==> config.mk <==
export PLATFORM = sky130hd
export DESIGN_NAME = cnn_csr_axil
export DESIGN_NICKNAME = d
export VERILOG_FILES = /design/src/rtl/cnn_csr_pkg.sv /design/src/rtl/cnn_csr_axil.sv
export SDC_FILE = /design/constraint.sdc
export NUM_CORES = 1
export LEC_CHECK = 0
export CORE_MARGIN = 4
export CORE_UTILIZATION = 52
export CTS_BUF_LIST = sky130_fd_sc_hd__clkbuf_4 sky130_fd_sc_hd__clkbuf_8
export CTS_CLUSTER_DIAMETER = 120
export CTS_CLUSTER_SIZE = 30
export DETAILED_ROUTE_END_ITERATION = 8
export MAX_ROUTING_LAYER = met4
export PLACE_DENSITY = 0.8
export SYNTH_ARGS = -nofsm -noshare
export SYNTH_HDL_FRONTEND = slang
export SYNTH_SLANG_ARGS = --single-unit
==> constraint.sdc <==
create_clock -name clk -period 4.3 [get_ports clk]
set_clock_uncertainty 0.05 [all_clocks]
set_input_delay 0.43 -clock clk [delete_from_list [all_inputs] [get_ports clk]]
set_output_delay 0.43 -clock clk [all_outputs]
set_load 0.02 [all_outputs]
==> src/rtl/cnn_csr_pkg.sv <==
// cnn_csr_pkg
//   Shared definitions for the CNN accelerator CSR block: register byte
//   offsets, AXI response codes, STATUS bit positions and a byte-lane
//   merge helper used by the register bank.
package cnn_csr_pkg;

    localparam int OFF_W   = 6;
    localparam int NUM_CFG = 7;

    localparam logic [OFF_W-1:0] CSR_START        = 6'h00;
    localparam logic [OFF_W-1:0] CSR_INS_A        = 6'h04;
    localparam logic [OFF_W-1:0] CSR_INS_B        = 6'h08;
    localparam logic [OFF_W-1:0] CSR_R_ADDR       = 6'h0C;
    localparam logic [OFF_W-1:0] CSR_W_ADDR       = 6'h10;
    localparam logic [OFF_W-1:0] CSR_WEIGHT_ADDR  = 6'h14;
    localparam logic [OFF_W-1:0] CSR_DATA_LIMIT   = 6'h18;
    localparam logic [OFF_W-1:0] CSR_WEIGHT_LIMIT = 6'h1C;
    localparam logic [OFF_W-1:0] CSR_STATUS       = 6'h20;
    localparam logic [OFF_W-1:0] CSR_IRQ_EN       = 6'h24;
    localparam logic [OFF_W-1:0] CSR_VERSION      = 6'h28;

    localparam logic [1:0] RESP_OKAY   = 2'b00;
    localparam logic [1:0] RESP_SLVERR = 2'b10;

    localparam int STATUS_BUSY = 0;
    localparam int STATUS_DONE = 1;

    // Replace only the byte lanes whose strobe bit is set.
    function automatic logic [31:0] merge_strb(input logic [31:0] old_v,
                                               input logic [31:0] new_v,
                                               input logic [3:0]  strb);
        logic [31:0] r;
        r = old_v;
        for (int b = 0; b < 4; b++) begin
            if (strb[b]) r[8*b +: 8] = new_v[8*b +: 8];
        end
        return r;
    endfunction

endpackage

==> src/rtl/cnn_csr_axil.sv <==
// cnn_csr_axil
//   AXI4-Lite slave register file in front of the CNN accelerator.
//   Holds START, two instruction words, three DDR base addresses and two
//   DMA-to-kernel limits, drives them as static levels, and turns the
//   accelerator's cnn_over rising edge into START clear + sticky DONE.
//   Optional feature macro: CNN_CSR_IRQ_EN adds the IRQ_EN register (0x24)
//   and the registered level interrupt output irq.
// Ports:
//   clk, rstn                 clock, asynchronous active-low reset
//   s_aw*/s_w*/s_b*           AXI4-Lite write address / data / response
//   s_ar*/s_r*                AXI4-Lite read address / data
//   cpu_*                     32-bit register levels to the accelerator
//   cnn_over                  accelerator completion level
//   irq                       DONE & IRQ_EN[0], registered (macro only)
// Decode uses the low 6 address bits; unaligned offsets are unmapped.
module cnn_csr_axil
    import cnn_csr_pkg::*;
#(
    parameter int          ADDR_W  = 6,
    parameter logic [31:0] VERSION = 32'h0001_0000
) (
    input  logic              clk,
    input  logic              rstn,
    input  logic [ADDR_W-1:0] s_awaddr,
    input  logic              s_awvalid,
    output logic              s_awready,
    input  logic [31:0]       s_wdata,
    input  logic [3:0]        s_wstrb,
    input  logic              s_wvalid,
    output logic              s_wready,
    output logic [1:0]        s_bresp,
    output logic              s_bvalid,
    input  logic              s_bready,
    input  logic [ADDR_W-1:0] s_araddr,
    input  logic              s_arvalid,
    output logic              s_arready,
    output logic [31:0]       s_rdata,
    output logic [1:0]        s_rresp,
    output logic              s_rvalid,
    input  logic              s_rready,
    output logic [31:0]       cpu_start,
    output logic [31:0]       cpu_ins_a,
    output logic [31:0]       cpu_ins_b,
    output logic [31:0]       cpu_r_addr,
    output logic [31:0]       cpu_w_addr,
    output logic [31:0]       cpu_weight_addr,
    output logic [31:0]       cpu_data_dma2kernel_limit,
    output logic [31:0]       cpu_weight_dma2kernel_limit,
    input  logic              cnn_over
`ifdef CNN_CSR_IRQ_EN
    ,
    output logic              irq
`endif
);

    logic             aw_held_q, aw_held_d;
    logic [OFF_W-1:0] awaddr_q, awaddr_d;
    logic             w_held_q, w_held_d;
    logic [31:0]      wdata_q, wdata_d;
    logic [3:0]       wstrb_q, wstrb_d;
    logic             bvalid_q, bvalid_d;
    logic [1:0]       bresp_q, bresp_d;
    logic             rvalid_q, rvalid_d;
    logic [1:0]       rresp_q, rresp_d;
    logic [31:0]      rdata_q, rdata_d;
    logic             start_q, start_d;
    logic             done_q, done_d;
    logic             over_q;
    logic [31:0]      cfg_q [NUM_CFG];
    logic [31:0]      cfg_d [NUM_CFG];
`ifdef CNN_CSR_IRQ_EN
    logic             irq_en_q, irq_en_d;
    logic             irq_q;
`endif

    logic             aw_hs, w_hs, ar_hs, over_edge, commit;
    logic [2:0]       aw_idx, ar_idx;
    logic [OFF_W-1:0] ar_off;
    logic [31:0]      rd_data;
    logic [1:0]       rd_resp;

    assign s_awready = !aw_held_q;
    assign s_wready  = !w_held_q;
    assign s_arready = !rvalid_q;
    assign aw_hs     = s_awvalid && !aw_held_q;
    assign w_hs      = s_wvalid && !w_held_q;
    assign ar_hs     = s_arvalid && !rvalid_q;
    assign over_edge = cnn_over && !over_q;
    // A commit colliding with a completion edge waits one cycle, so START is
    // seen low for at least one cycle before a re-start lands.
    assign commit    = aw_held_q && w_held_q && !bvalid_q && !over_edge;
    // Config registers 0x04..0x1C map onto cfg index 0..6.
    assign aw_idx    = awaddr_q[4:2] - 3'd1;
    assign ar_off    = s_araddr[OFF_W-1:0];
    assign ar_idx    = ar_off[4:2] - 3'd1;

    // Write channel holds, response and register bank next state
    always_comb begin
        aw_held_d = aw_held_q;
        awaddr_d  = awaddr_q;
        w_held_d  = w_held_q;
        wdata_d   = wdata_q;
        wstrb_d   = wstrb_q;
        bvalid_d  = bvalid_q;
        bresp_d   = bresp_q;
        start_d   = start_q;
        done_d    = done_q;
        cfg_d     = cfg_q;
`ifdef CNN_CSR_IRQ_EN
        irq_en_d  = irq_en_q;
`endif
        if (aw_hs) begin
            aw_held_d = 1'b1;
            awaddr_d  = s_awaddr[OFF_W-1:0];
        end
        if (w_hs) begin
            w_held_d = 1'b1;
            wdata_d  = s_wdata;
            wstrb_d  = s_wstrb;
        end
        if (bvalid_q && s_bready) bvalid_d = 1'b0;
        if (over_edge) begin
            start_d = 1'b0;
            done_d  = 1'b1;
        end
        if (commit) begin
            aw_held_d = 1'b0;
            w_held_d  = 1'b0;
            bvalid_d  = 1'b1;
            bresp_d   = RESP_OKAY;
            case (awaddr_q)
                CSR_START: if (wstrb_q[0]) start_d = wdata_q[0];
                CSR_INS_A, CSR_INS_B, CSR_R_ADDR, CSR_W_ADDR,
                CSR_WEIGHT_ADDR, CSR_DATA_LIMIT, CSR_WEIGHT_LIMIT: begin
                    // Job parameters are frozen while the accelerator runs.
                    if (start_q) bresp_d = RESP_SLVERR;
                    else cfg_d[aw_idx] = merge_strb(cfg_q[aw_idx], wdata_q, wstrb_q);
                end
                CSR_STATUS: if (wstrb_q[0] && wdata_q[STATUS_DONE]) done_d = 1'b0;
`ifdef CNN_CSR_IRQ_EN
                CSR_IRQ_EN: if (wstrb_q[0]) irq_en_d = wdata_q[0];
`endif
                default: bresp_d = RESP_SLVERR;
            endcase
        end
    end

    // Read decode, sampled at the AR handshake
    always_comb begin
        rd_data = '0;
        rd_resp = RESP_OKAY;
        case (ar_off)
            CSR_START: rd_data[0] = start_q;
            CSR_INS_A, CSR_INS_B, CSR_R_ADDR, CSR_W_ADDR,
            CSR_WEIGHT_ADDR, CSR_DATA_LIMIT, CSR_WEIGHT_LIMIT: rd_data = cfg_q[ar_idx];
            CSR_STATUS: begin
                rd_data[STATUS_BUSY] = start_q;
                rd_data[STATUS_DONE] = done_q;
            end
`ifdef CNN_CSR_IRQ_EN
            CSR_IRQ_EN: rd_data[0] = irq_en_q;
`endif
            CSR_VERSION: rd_data = VERSION;
            default: rd_resp = RESP_SLVERR;
        endcase
    end

    always_comb begin
        rvalid_d = rvalid_q;
        rdata_d  = rdata_q;
        rresp_d  = rresp_q;
        if (rvalid_q && s_rready) rvalid_d = 1'b0;
        if (ar_hs) begin
            rvalid_d = 1'b1;
            rdata_d  = rd_data;
            rresp_d  = rd_resp;
        end
    end

    always_ff @(posedge clk or negedge rstn) begin
        if (!rstn) begin
            aw_held_q <= 1'b0;
            awaddr_q  <= '0;
            w_held_q  <= 1'b0;
            wdata_q   <= '0;
            wstrb_q   <= '0;
            bvalid_q  <= 1'b0;
            bresp_q   <= RESP_OKAY;
            rvalid_q  <= 1'b0;
            rdata_q   <= '0;
            rresp_q   <= RESP_OKAY;
            start_q   <= 1'b0;
            done_q    <= 1'b0;
            over_q    <= 1'b0;
            for (int i = 0; i < NUM_CFG; i++) cfg_q[i] <= '0;
`ifdef CNN_CSR_IRQ_EN
            irq_en_q  <= 1'b0;
            irq_q     <= 1'b0;
`endif
        end else begin
            aw_held_q <= aw_held_d;
            awaddr_q  <= awaddr_d;
            w_held_q  <= w_held_d;
            wdata_q   <= wdata_d;
            wstrb_q   <= wstrb_d;
            bvalid_q  <= bvalid_d;
            bresp_q   <= bresp_d;
            rvalid_q  <= rvalid_d;
            rdata_q   <= rdata_d;
            rresp_q   <= rresp_d;
            start_q   <= start_d;
            done_q    <= done_d;
            over_q    <= cnn_over;
            cfg_q     <= cfg_d;
`ifdef CNN_CSR_IRQ_EN
            irq_en_q  <= irq_en_d;
            irq_q     <= done_q && irq_en_q;
`endif
        end
    end

    assign s_bvalid = bvalid_q;
    assign s_bresp  = bresp_q;
    assign s_rvalid = rvalid_q;
    assign s_rdata  = rdata_q;
    assign s_rresp  = rresp_q;

    assign cpu_start                   = {31'd0, start_q};
    assign cpu_ins_a                   = cfg_q[0];
    assign cpu_ins_b                   = cfg_q[1];
    assign cpu_r_addr                  = cfg_q[2];
    assign cpu_w_addr                  = cfg_q[3];
    assign cpu_weight_addr             = cfg_q[4];
    assign cpu_data_dma2kernel_limit   = cfg_q[5];
    assign cpu_weight_dma2kernel_limit = cfg_q[6];
`ifdef CNN_CSR_IRQ_EN
    assign irq = irq_q;
`endif

endmodule
==> results.sh <==
export IMPL_power_leakage_nw=8.65
export IMPL_via_per_inst=6.28
export IMPL_portBuffers=319
export IMPL_core_area_sq_um=29600
export IMPL_layout_drive_gt1_share_pct=28.4
export IMPL_final_cell_mix="clkdlybuf4s50_1, dfrtp_1, mux2_2"
export IMPL_hold_path_class="input pin to flip-flop"
export IMPL_end_kind="flip-flop"
export IMPL_avgSynthCellArea_sq_um=13.3
export IMPL_htree_levels=1
export IMPL_yosysTopAreaCell="dfrtp_1"
export IMPL_ctsResizeCount=0
export IMPL_power_frac_clock_pct=10.2
export IMPL_synth_area_leaders="dfrtp_1, mux2_2, mux4_2"
export IMPL_critPathKind="flip-flop to flip-flop"
export IMPL_drc=0
export IMPL_globalplace_congestion=0.870
export IMPL_dp_hpwl_um=32000
export IMPL_synth_edf_count=0
export IMPL_tritoncts="done"
export IMPL_ys_seq_area_share_pct=49.5
export IMPL_drt_pass1_iterations=6
export IMPL_io_pins=353
export IMPL_globalRouteOverflowTotal=0
export IMPL_ys_warn_count=0
export IMPL_hold_violations=0
export IMPL_clock_sinks=307
export IMPL_maxCapViolations=0
export IMPL_multi_input_area_sq_um=7420
export IMPL_max_clock_freq_mhz=298
export IMPL_setup_tns_ns=0
export IMPL_die_height_um=181
export IMPL_rsz0062_at_grt="no"
export IMPL_synth_compound_area_share_pct=7.95
export IMPL_grt_pass1_wl_um=73500
export IMPL_syn_inst=1171
export IMPL_n_antenna_cell=0
export IMPL_clk_pin_slew_ns=0.19
export IMPL_maxSlewViolCount=0
export IMPL_synth_seq_cells=307
export IMPL_seqPwrFrac_pct=38.0
export IMPL_root_buffer="clkbuf_8"
export IMPL_tightest_slew_ns=1.11
export IMPL_async_flop_share_pct=100
export IMPL_slew_headroom_pct=25.9
export IMPL_antenna_found_initial=0
export IMPL_power_switching_mw=5.34
export IMPL_fin_crit_sh_pct=78.1
export IMPL_vdd_drop_max_mv=0.480
export IMPL_dpl_cell_area_sq_um=19100
export IMPL_routed_wl_um=47800
export IMPL_swShare_pct=44.0
export IMPL_ys_flop_type="dfrtp_1"
export IMPL_status="finished, final reports clean"
export IMPL_drtAntennaViolNets=0
export IMPL_fin_area_sq_um=19400
export IMPL_synth_top_family_by_area="multiplexers"
export IMPL_path_max_fanout=20
export IMPL_track_usage_pct=29.5
export IMPL_clock_path_buffers=3
export IMPL_finalSetupViolCount=0
export IMPL_synth_adder_area_share_pct=0.725
export IMPL_core_rowCount=63
export IMPL_num_vias=11500
export IMPL_dieArea_sq_um=32700
export IMPL_p_comb_share_pct=51.8
export IMPL_worst_ep_arrival_time_ns=3.78
export IMPL_ff_latch_area_sq_um=7690
export IMPL_cts_setup_buffers=0
export IMPL_die_x_um=181
export IMPL_nets=1508
export IMPL_synthMuxAreaShare_pct=33.0
export IMPL_cts_hold_buf=1
export IMPL_internal_power_mw=6.79
export IMPL_fillCellCount=2215
export IMPL_cts_buffers_inserted=14
export IMPL_netlist_area_leader_share_pct=49.5
export IMPL_p_per_area_nw_per_um2=627
export IMPL_synth_area_sq_um=15500
export IMPL_initialDrtViolationCount=880
export IMPL_grt_pass1_vias=11800
export IMPL_clk_latency_ns=0.57
export IMPL_area_growth_synth_to_final_pct=24.6
export IMPL_yosysUniqueCellTypes=43
export IMPL_period_needed_ns=3.36
export IMPL_wl_per_cell_um=26.0
export IMPL_required_ns=4.72
export IMPL_grt_max_degree=131
export IMPL_layout_commonest_cell="clkdlybuf4s50_1"
export IMPL_initial_utilization_pct=52.5
export IMPL_startpoint_type="flip-flop"
export IMPL_synthXorXnorAreaFrac_pct=0.226
export IMPL_synthSimpleGateAreaFrac_pct=4.37
[state kept, by name (all words and copies together), names as in the netlist, 4 cells and up]
signal / count
awaddr_q: 6
cpu_data_dma2kernel_limit: 32
cpu_ins_a: 32
cpu_ins_b: 32
cpu_r_addr: 32
cpu_w_addr: 32
cpu_weight_addr: 32
cpu_weight_dma2kernel_limit: 32
s_rdata: 32
wdata_q: 32
wstrb_q: 4
[power by group through the flow]
stage | registers (mW) | logic [mW] | clock network (mW)
floorplan | 4.95 | 3.15 | 0
global placement | 4.61 | 6.12 | 0
detailed placement | 4.64 | 6.24 | 0
CTS | 4.59 | 6.25 | 1.26
global route | 4.72 | 6.69 | 1.35
finish | 4.61 | 6.28 | 1.24
[synth_stat cells (8+ instances only)]
cell type and instances:
nand2_1 74, inv_1 8, mux2_2 283, o21ai_0 58
clkbuf_1 67, nor2_1 39, dfrtp_1 307, a221o_1 26
nor2b_1 10, ha_1 9, mux2_1 45, nand3_1 8
a221oi_1 32, o31ai_1 37, buf_4 34, buf_2 23
mux4_2 62
[per-layer routing]
layer	GRT usage, %	vias to the layer above	wire [um]
met5	-	-	0
met4	10.3	0	1840
met3	5.29	117	3630
met2	45.8	581	22800
met1	39.6	5953	19500
li1	-	4864	-
[path summary, 6_finish.rpt]
| kind | from | end | slack, ns | cells after the start |
|---|---|---|---|---|
| max | awaddr_q[2]$_DFFE_PN0P_ | cpu_data_dma2kernel_limit[13]$_DFFE_PN0P_ | 0.94 | 7 |
| min | cnn_over | over_q$_DFF_PN0_ | 0.31 | 1 |
| max reg2reg | awaddr_q[2]$_DFFE_PN0P_ | cpu_data_dma2kernel_limit[13]$_DFFE_PN0P_ | 0.94 | 7 |
| min reg2reg | s_bresp[1]$_DFFE_PN0N_ | s_bresp[1]$_DFFE_PN0N_ | 0.45 | 2 |
| max in group asynchronous | rstn | cpu_w_addr[31]$_DFFE_PN0P_ | 2.65 | 3 |
| min in group asynchronous | rstn | wdata_q[26]$_DFFE_PN0P_ | 0.48 | 2 |
[critical path: stages, from the launching register on]
cell	delay, ns
dfrtp_4	0.48
inv_1	0.10
ha_4	0.21
xnor2_2	0.81
buf_4	0.49
a221oi_1	0.09
o31ai_1	0.72
mux2_2	0.29
[area by class of cell]
class / count / area share, %
sequential: 307 / 39.7
clock buffer: 17 / 1.14
timing repair buffer: 351 / 18.0
multi-input combinational: 761 / 38.3
tap: 390 / 2.52
inverter: 8 / 0.155
clock inverter: 1 / 0.155
[cells by family after synthesis]
logic type | Yosys count
AO/OA/AOI/OAI | 169
XOR/XNOR | 4
adder cells (fa/ha/maj) | 9
buffers and inverters | 135
flip-flops | 307
multiplexers | 393
other | 1
AND/OR/NAND/NOR | 153
[metrics by stage]
| stage | power (mW) | util (%) | hold WS (ns) | instances | worst slack [ns] |
|---|---|---|---|---|---|
| finish | 12.1 | 65.5 | 0.315 | 1835 | 0.944 |
| global route | 12.8 | 65.5 | 0.290 | 1835 | 0.800 |
| CTS | 12.1 | 65.5 | 0.299 | 1835 | 1.00 |
| detailed placement | 10.9 | 64.6 | 0.413 | 1816 | 0.845 |
| global placement | 10.7 | 64.6 | 0.408 | 1816 | 0.935 |
| floorplan | 8.10 | - | 0.0844 | 1203 | 0.861 |
(Power assumes the default switching activity.)
